===== src/rtl/stream_demux_pkg.sv =====
// rtl/stream_demux_pkg.sv - shared constants and slot state type for the stream demux
package stream_demux_pkg;

    localparam int STAT_W = 16;
    localparam logic [STAT_W-1:0] STAT_MAX = '1;

    typedef enum logic {
        SLOT_EMPTY = 1'b0,
        SLOT_FULL  = 1'b1
    } slot_state_e;

endpackage


===== src/rtl/stream_demux_slot.sv =====
// rtl/stream_demux_slot.sv - one-entry holding register for a single demux output channel
module stream_demux_slot
    import stream_demux_pkg::*;
#(
    parameter int WIDTH = 8
) (
    input  logic             clk,
    input  logic             rst,
    input  logic             load,
    input  logic [WIDTH-1:0] data_in,
    input  logic             ready,
    output logic             valid,
    output logic [WIDTH-1:0] data
);

    slot_state_e state;
    slot_state_e state_next;

    always_ff @(posedge clk) begin
        if (rst) begin
            state <= SLOT_EMPTY;
            data  <= '0;
        end else begin
            state <= state_next;
            if (load) begin
                data <= data_in;
            end
        end
    end

    // A load while draining keeps the slot full: that is the pass-through case.
    always_comb begin
        state_next = state;
        case (state)
            SLOT_EMPTY: if (load) state_next = SLOT_FULL;
            SLOT_FULL:  if (ready && !load) state_next = SLOT_EMPTY;
            default:    state_next = SLOT_EMPTY;
        endcase
    end

    assign valid = (state == SLOT_FULL);

endmodule


===== src/rtl/stream_demux_1ton.sv =====
// rtl/stream_demux_1ton.sv - 1-to-N valid/ready stream demux with broadcast and drop; STREAM_DEMUX_STATS_EN adds counters
module stream_demux_1ton
    import stream_demux_pkg::*;
#(
    parameter  int WIDTH   = 8,
    parameter  int NUM_OUT = 4,
    localparam int SEL_W   = $clog2(NUM_OUT)
) (
    input  logic                     clk,
    input  logic                     rst,
    input  logic [WIDTH-1:0]         in_data,
    input  logic [SEL_W-1:0]         in_sel,
    input  logic                     in_bcast,
    input  logic                     in_valid,
    output logic                     in_ready,
    output logic [NUM_OUT*WIDTH-1:0] out_data,
    output logic [NUM_OUT-1:0]       out_valid,
    input  logic [NUM_OUT-1:0]       out_ready,
    output logic                     drop_pulse
`ifdef STREAM_DEMUX_STATS_EN
    ,
    output logic [NUM_OUT*STAT_W-1:0] stat_cnt,
    output logic [STAT_W-1:0]         drop_cnt
`endif
);

    logic [NUM_OUT-1:0] can_load;
    logic [NUM_OUT-1:0] sel_hit;
    logic [NUM_OUT-1:0] load;
    logic               in_range;
    logic               accept;
    logic               drop;

    assign can_load = ~out_valid | out_ready;
    assign in_range = (int'(in_sel) < NUM_OUT);

    always_comb begin
        sel_hit = '0;
        for (int k = 0; k < NUM_OUT; k++) begin
            if (in_bcast || (int'(in_sel) == k)) begin
                sel_hit[k] = 1'b1;
            end
        end
    end

    // in_ready depends only on select/broadcast and slot state, never on in_valid.
    assign in_ready = in_bcast ? (&can_load) : (!in_range || (|(sel_hit & can_load)));
    assign accept   = in_valid && in_ready;
    assign load     = {NUM_OUT{accept}} & sel_hit;
    assign drop     = accept && !in_bcast && !in_range;

    for (genvar k = 0; k < NUM_OUT; k++) begin : g_slot
        stream_demux_slot #(
            .WIDTH(WIDTH)
        ) u_slot (
            .clk    (clk),
            .rst    (rst),
            .load   (load[k]),
            .data_in(in_data),
            .ready  (out_ready[k]),
            .valid  (out_valid[k]),
            .data   (out_data[k*WIDTH +: WIDTH])
        );
    end

    always_ff @(posedge clk) begin
        if (rst) begin
            drop_pulse <= 1'b0;
        end else begin
            drop_pulse <= drop;
        end
    end

`ifdef STREAM_DEMUX_STATS_EN
    always_ff @(posedge clk) begin
        if (rst) begin
            stat_cnt <= '0;
            drop_cnt <= '0;
        end else begin
            for (int k = 0; k < NUM_OUT; k++) begin
                if (out_valid[k] && out_ready[k] && (stat_cnt[k*STAT_W +: STAT_W] != STAT_MAX)) begin
                    stat_cnt[k*STAT_W +: STAT_W] <= stat_cnt[k*STAT_W +: STAT_W] + STAT_W'(1);
                end
            end
            if (drop && (drop_cnt != STAT_MAX)) begin
                drop_cnt <= drop_cnt + STAT_W'(1);
            end
        end
    end
`endif

endmodule


===== config.mk =====
export PLATFORM = sky130hd
export DESIGN_NAME = stream_demux_1ton
export DESIGN_NICKNAME = d
export VERILOG_FILES = /design/src/rtl/stream_demux_pkg.sv /design/src/rtl/stream_demux_slot.sv /design/src/rtl/stream_demux_1ton.sv
export SDC_FILE = /design/constraint.sdc
export NUM_CORES = 1
export LEC_CHECK = 0
export CORE_UTILIZATION = 41
export DETAILED_ROUTE_END_ITERATION = 12
export PLACE_DENSITY = 0.72
export SLEW_MARGIN = 20
export SYNTH_ARGS = -nofsm -noshare
export SYNTH_HDL_FRONTEND = slang
export SYNTH_SLANG_ARGS = --single-unit
export TNS_END_PERCENT = 20

===== constraint.sdc =====
create_clock -name clk -period 5.55 [get_ports clk]
set_input_delay 1.665 -clock clk [delete_from_list [all_inputs] [get_ports clk]]
set_output_delay 1.665 -clock clk [all_outputs]
set_load 0.005 [all_outputs]

==> results.cfg, run 1 <==
[sta]
fmax_ghz = 0.194
relSlewSlack_pct = 64.1
rsz0062_at_grt = no
slew_viol_final = 0
worst_pin_slew_ns = 0.539
period_needed_ns = 5.15
skew_ns = 0.00393
finalCritPeriodShare_pct = 92.8
setup_viol = 0
hold_viol = 0
tns_ns = 0

[cts]
clockRootBuffer = clkbuf_8
clockBufferDepth = 2
postCtsResizedCells = 0
ctsHoldBuffers = 0
cts_setup_buffers = 0
clock_latency_ns = 0.29
cts_made_buffers = 5
path_clk_slew_ns = 0.07
clkSinkCount = 36
tritoncts = built
h-tree-depth = 2

[layout]
fillers = 305
final_cell_mix = clkdlybuf4s50_1, nand2b_1, dfxtp_1, mux2i_1, clkbuf_8
diodes = 0
drive_gt1_share_pct = 11.4
fin_nets = 220
final_util_pct = 60.0
syn2layout_area_growth_pct = 36.9
design_area_mm2 = 0.00226
layout_commonest_cell = clkdlybuf4s50_1

[yosys]
synth.area.top_cells = dfxtp_1, mux2i_1, nand2b_1
synth_nets = 169
ys_warn_count = 0
synth_top_area_share_pct = 43.6
syn_inst = 151
syn_area_per_cell_um2 = 10.9
ys_seq_area_share_pct = 43.6
ys_ff_latch = 36
netlist_area_mm2 = 0.00165
netlist.top_cell.by_area = dfxtp_1
synth_cell_types = 30

[power_and_ir_drop]
leakage_nw = 0.922
pwr_density_cell_mw_per_mm2 = 251
ir_drop_v = 0.000134

[global_routing]
grt.overflow.total = 0
antenna_found_initial = 0
grt_max_degree = 45
grt_pass1_vias = 1243
grt_usage_pct = 17.9
grt_pass1_wl_mm = 5.68

[die]
dieArea_mm2 = 0.00429
dieWidth_um = 65.5
coreArea_mm2 = 0.00377
rows = 22
fp.dieH_um = 65.5
ios = 56
initial_core_util_pct = 43.8

[critical_path]
end_kind = output port
critPathMaxFanout = 7
criticalPathCategory = input port to output port
crit_arrival_ns = 3.49
crit_required_ns = 3.88
cp-start-kind = input port

[drt]
firstDrtPassIters = 4
drc = 0
wl_per_cell_um = 13.7
final_antenna_net_count = 0
vias_per_cell = 4.92
first_iter_violations = 34
wirelength_mm = 3.42
num_vias = 1229

[placement]
io_buffers = 54
hpwl_mm = 2.50
place_congestion = 0.807
placed_area_mm2 = 0.00219

[run_status]
status = complete, no violations

[worst_hold_path]
hp-class = flip-flop to flip-flop

[run]
cap_violations = 0
==> power breakdown <==
group	switching [mW]	internal, mW	total (mW)	leakage, nW
sequential	0.00851	0.275	0.283	0.294
clock	0.0870	0.0852	0.172	0.0410
combinational	0.0450	0.0663	0.111	0.587
==> state kept, by name (all words and copies together) (netlist names) <==
signal and cells:
g_slot.u_slot.data 32, g_slot.u_slot.valid 4
==> Yosys cell counts (all sizes together) <==
cell type	instances
a21oi	4
nor2	2
dfxtp	36
clkbuf	4
nand3	1
a21o	1
and2	1
and4	1
or2	1
or2b	3
nand4	3
nor2b	1
conb	1
o2111a	1
nand2	3
o2111ai	2
o21ai	1
mux2i	32
buf	8
nand2b	40
a31oi	1
and2b	1
o31ai	1
inv	2
==> routing by layer <==
metal | global-route usage (%) | vias up | wire length [um]
met5 | 0 | - | 0
met4 | 7.88 | 0 | 56
met3 | 6.77 | 7 | 221
met2 | 30.2 | 45 | 1660
met1 | 19.9 | 574 | 1480
li1 | - | 603 | -
==> per-stage QoR <==
| stage | hold WS (ns) | std cells | total power, mW | setup WS (ns) |
|---|---|---|---|---|
| 2_1_floorplan | 0.465 | 151 | 0.349 | 1.22 |
| 3_3_place_gp | 0.462 | 243 | 0.399 | 0.465 |
| 3_5_place_dp | 0.466 | 243 | 0.402 | 0.408 |
| 4_1_cts | 0.478 | 250 | 0.575 | 0.400 |
| 5_1_grt | 0.502 | 250 | 0.593 | 0.348 |
| 6_report | 0.474 | 250 | 0.567 | 0.400 |
==> final timing paths <==
kind,from,end,slack [ns],cells past startpoint
max,in_bcast,in_ready,0.40,6
min,g_slot[0].u_slot.data[0],g_slot[0].u_slot.data[0],0.47,2
max reg2reg,g_slot[3].u_slot.valid,g_slot[3].u_slot.data[0],3.89,6
min reg2reg,g_slot[0].u_slot.data[0],g_slot[0].u_slot.data[0],0.47,2
==> cells by family after synthesis <==
logic type	synth area share, %
AOI/OAI and AO/OA	7.35
buffers and inverters	5.23
DFF	43.6
muxes	19.4
other	0.227
and+or+nand+nor	24.2
==> cell type report <==
cell class                      instances  area [um2]  share of cell area [%]
Clock buffer                            6        72.6                    3.21
Sequential cell                        36         721                    31.9
Tap cell                               48        60.1                    2.66
Multi-Input combinational cell        101         845                    37.4
Clock inverter                          1        5.00                   0.221
Inverter                                2        7.51                   0.332
Timing Repair Buffer                   56         551                    24.3
==> critical path, stage by stage <==
cell and delay [ns]:
clkdlybuf4s50_1 0.70, a21o_4 0.17, nand2_4 0.06, o31ai_4 0.24
and2_2 0.17, clkdlybuf4s50_1 0.48
Note: power is estimated with default switching activity, not from simulation.
==> inputs of run 2 (changes only) <==
--- a/config.mk
+++ b/config.mk
@@ -5,7 +5,9 @@
 export SDC_FILE = /design/constraint.sdc
 export NUM_CORES = 1
 export LEC_CHECK = 0
+export CORE_ASPECT_RATIO = 0.75
 export CORE_UTILIZATION = 41
+export CTS_CLUSTER_DIAMETER = 120
 export DETAILED_ROUTE_END_ITERATION = 12
 export PLACE_DENSITY = 0.72
 export SLEW_MARGIN = 20
==> results.cfg, run 2 (synthesis results as in run 1) <==
[critical_path]
critPathMaxStageDelay_ns = 0.69
cp_cell_sequence = clkdlybuf4s50_1 -> a21o_4 -> nand2_4 -> o31ai_4 -> and2_2 -> clkdlybuf4s50_1
reg2reg_depth = 6
path_common_cell = clkdlybuf4s50_1
crit_required_ns = 3.88
crit_arrival_ns = 3.51
rrSetupSlack_ns = 3.84
cp_slowest_cell = clkdlybuf4s50_1
cp-start-kind = input port
critPathMaxFanout = 7
criticalPathCategory = input port to output port
end_kind = output port

[global_routing]
grt_max_degree = 45
grt_pass1_vias = 1273
grt_pass1_wl_mm = 5.96
grt_usage_pct = 18.5
antenna_found_initial = 0
grt.overflow.total = 0

[layout]
fin_cells = 256
drive_gt1_share_pct = 11.3
design_area_mm2 = 0.00229
diodes = 0
fin_nets = 221
largest_reg_flops = 32
syn2layout_area_growth_pct = 38.7
layout_commonest_cell = clkdlybuf4s50_1
regMostFlops = g_slot.u_slot.data
final_cell_mix = clkdlybuf4s50_1, nand2b_1, dfxtp_1, mux2i_1, clkbuf_8

[cts]
ctsHoldBuffers = 0
h-tree-depth = 2
cts_made_buffers = 5
tritoncts = built
clock_latency_ns = 0.28
postCtsResizedCells = 0
cts_setup_buffers = 0
clkSinkCount = 36
clockRootBuffer = clkbuf_8
clockBufferDepth = 2
path_clk_slew_ns = 0.07

[drt]
num_vias = 1222
wirelength_mm = 3.65
final_antenna_net_count = 0
drc = 0
firstDrtPassIters = 4
first_iter_violations = 51
vias_per_cell = 4.77
wl_per_cell_um = 14.3

[die]
ios = 56
rows = 19
dieWidth_um = 75.3
dieArea_mm2 = 0.00429
fp.dieH_um = 57.0
coreArea_mm2 = 0.00376
initial_core_util_pct = 44.0

[sta]
setup_viol = 0
slew_viol_final = 0
rsz0062_at_grt = no
fmax_ghz = 0.193
finalCritPeriodShare_pct = 93.3
skew_ns = 0.00833
tns_ns = 0
period_needed_ns = 5.18
hold_viol = 0

[power_and_ir_drop]
leakage_nw = 0.931
pwr_density_cell_mw_per_mm2 = 256
ir_drop_v = 0.000157

[placement]
place_congestion = 0.758
io_buffers = 54
dpl.cell_count = 248
placed_area_mm2 = 0.00220
hpwl_mm = 2.76

[worst_hold_path]
hold_path_depth = 2
hp-class = flip-flop to flip-flop

[run_status]
status = complete, no violations

[run]
cap_violations = 0
-- run 2: cell types whose count changed in the layout (fill, tap and decap cells not counted), sizes merged --
cell           previous run  this run
clkbuf                    6         8
clkdlybuf4s50            53        54
clkinv                    1         0
-- run 2: critical path: cells and delay by family --
kind	cells	cell delay, ns
simple gates	2	0.24
compound gates	2	0.42
buf+inv	2	1.18
-- run 2: path summary, 6_finish.rpt --
| check | startpoint | end |
|---|---|---|
| max | in_bcast | in_ready |
| min | g_slot[0].u_slot.data[2] | g_slot[0].u_slot.data[2] |
| max reg2reg | g_slot[3].u_slot.valid | g_slot[3].u_slot.data[1] |
| min reg2reg | g_slot[0].u_slot.data[2] | g_slot[0].u_slot.data[2] |
-- run 2: area by class of cell --
cell class	count	area (um2)
tap	52	65.1
multi-input combinational	101	845
timing repair buffer	57	563
sequential	36	721
fill	328	1470
inverter	2	7.51
clock buffer	8	90.1
-- run 2: per-layer routing --
metal | routed length [um] | GRT usage [%]
met5 | 0 | 0
met4 | 0 | 3.97
met3 | 222 | 5.48
met2 | 1730 | 31.5
met1 | 1700 | 23.2
-- run 2: stage by stage --
step / utilization (%) / hold WS [ns] / total power, mW / worst slack, ns
3_3_place_gp: 58.6 / 0.463 / 0.400 / 0.457
3_5_place_dp: 58.6 / 0.469 / 0.404 / 0.366
4_1_cts: 61.0 / 0.484 / 0.591 / 0.366
5_1_grt: 61.0 / 0.496 / 0.612 / 0.292
6_report: 61.0 / 0.478 / 0.585 / 0.372
2_1_floorplan: - / 0.465 / 0.349 / 1.22
-- run 2: power by group --
| group | switching [mW] | internal, mW |
|---|---|---|
| clock | 0.0871 | 0.101 |
| combinational | 0.0464 | 0.0671 |
| sequential | 0.00877 | 0.275 |
| total | 0.142 | 0.443 |
==> inputs of run 3 (changes only) <==
--- a/config.mk
+++ b/config.mk
@@ -5,7 +5,7 @@
 export SDC_FILE = /design/constraint.sdc
 export NUM_CORES = 1
 export LEC_CHECK = 0
-export CORE_ASPECT_RATIO = 0.75
+export CORE_ASPECT_RATIO = 1.1
 export CORE_UTILIZATION = 41
 export CTS_CLUSTER_DIAMETER = 120
 export DETAILED_ROUTE_END_ITERATION = 12
==> results.cfg, run 3 (synthesis results as in run 1) <==
[drt]
wirelength_mm = 3.45
first_iter_violations = 32
final_antenna_net_count = 0
vias_per_cell = 4.77
wl_per_cell_um = 13.6
drc = 0
num_vias = 1206
firstDrtPassIters = 2

[die]
dieWidth_um = 62.5
initial_core_util_pct = 44.1
fp.dieH_um = 68.6
rows = 23
dieArea_mm2 = 0.00429
ios = 56
coreArea_mm2 = 0.00374

[sta]
relSlewSlack_pct = 65.1
slew_viol_final = 0
skew_ns = 0.00689
fmax_ghz = 0.194
worst_pin_slew_ns = 0.524
finalCritPeriodShare_pct = 92.7
tns_ns = 0
setup_viol = 0
hold_viol = 0
rsz0062_at_grt = no
period_needed_ns = 5.15

[critical_path]
crit_path_start = in_bcast
critPathMaxFanout = 7
cp-start-kind = input port
criticalPathCategory = input port to output port
crit_required_ns = 3.88
crit_arrival_ns = 3.48
path_common_cell = clkdlybuf4s50_1
cp_cell_sequence = clkdlybuf4s50_1 -> a21o_4 -> nand2_4 -> o31ai_4 -> and2_2 -> clkdlybuf4s50_1
worst-path-buf-inv = 2
r2r_start = g_slot[3].u_slot.valid
end_kind = output port
critPathMaxStageDelay_ns = 0.71
cp_slowest_cell = clkdlybuf4s50_1
cp_top_family = buffers and inverters

[layout]
fin_nets = 220
design_area_mm2 = 0.00231
drive_gt1_share_pct = 12.3
final_cell_mix = clkdlybuf4s50_1, nand2b_1, dfxtp_1, mux2i_1, clkbuf_8
syn2layout_area_growth_pct = 40.0
fin_cells = 253
largest_reg_flops = 32
diodes = 0
regMostFlops = g_slot.u_slot.data
final_util_pct = 61.8
layout_commonest_cell = clkdlybuf4s50_1

[run_status]
status = complete, no violations

[cts]
ctsHoldBuffers = 0
tritoncts = built
cts_setup_buffers = 0
clockRootBuffer = clkbuf_8
clock_latency_ns = 0.28
h-tree-depth = 2
postCtsResizedCells = 0
path_clk_slew_ns = 0.08
cts_made_buffers = 5
clockBufferDepth = 2
clkSinkCount = 36

[placement]
placed_area_mm2 = 0.00219
hpwl_mm = 2.47
io_buffers = 54
place_congestion = 0.817
dpl.cell_count = 245

[global_routing]
grt_pass1_vias = 1234
grt_max_degree = 45
grt.overflow.total = 0
grt_pass1_wl_mm = 5.84
grt_usage_pct = 17.8
antenna_found_initial = 0

[run]
cap_violations = 0

[power_and_ir_drop]
ir_drop_v = 0.000178
leakage_nw = 0.945
total_power_uw = 646
pwr_density_cell_mw_per_mm2 = 279

[worst_hold_path]
hp-start = g_slot[3].u_slot.data[0]
hp-class = flip-flop to flip-flop
## run 3: cell count changes in the layout (fill, tap and decap cells not counted), sizes merged
cell and change:
bufinv +1, clkdlybuf4s50 -1, clkbuf -1
## run 3: where the power goes
group	total [mW]	switching, mW	leakage, nW	internal, mW
Clock	0.251	0.0926	0.0645	0.159
Combinational	0.111	0.0449	0.587	0.0663
Sequential	0.283	0.00860	0.294	0.275
Total	0.646	0.146	0.945	0.500
## run 3: final timing paths
check | cells past startpoint | slack [ns] | endpoint
min reg2reg | 2 | 0.48 | g_slot[3].u_slot.data[0]
max | 6 | 0.40 | in_ready
min | 2 | 0.48 | g_slot[3].u_slot.data[0]
max reg2reg | 6 | 3.88 | g_slot[3].u_slot.data[2]
## run 3: area by class of cell
type | count | area [um2]
Clock buffer | 7 | 96.3
Clock inverter | 1 | 30.0
Fill cell | 324 | 1430
Inverter | 2 | 7.51
Multi-Input combinational cell | 101 | 845
Sequential cell | 36 | 721
Tap cell | 50 | 62.6
Timing Repair Buffer | 56 | 551
## run 3: metal layers
layer,track usage (%),wire length (um),vias up,part of all wire [%]
met1,21.3,1540,554,45
met4,6.98,48,0,1.4
met5,0,0,-,0
met3,6.58,250,6,7.3
met2,29.3,1610,41,47
li1,-,-,605,-
## run 3: per-stage QoR
step / setup slack [ns] / hold slack [ns]
finish: 0.403 / 0.477
global route: 0.346 / 0.500
CTS: 0.407 / 0.481
detailed placement: 0.399 / 0.463
global placement: 0.463 / 0.461
floorplan: 1.22 / 0.465
## run 3: worst min-delay path, delay by kind of cell, from the launching register on
family / cells / cell delay (ns)
and+or+nand+nor: 1 / 0.06
DFF: 1 / 0.31
muxes: 1 / 0.06
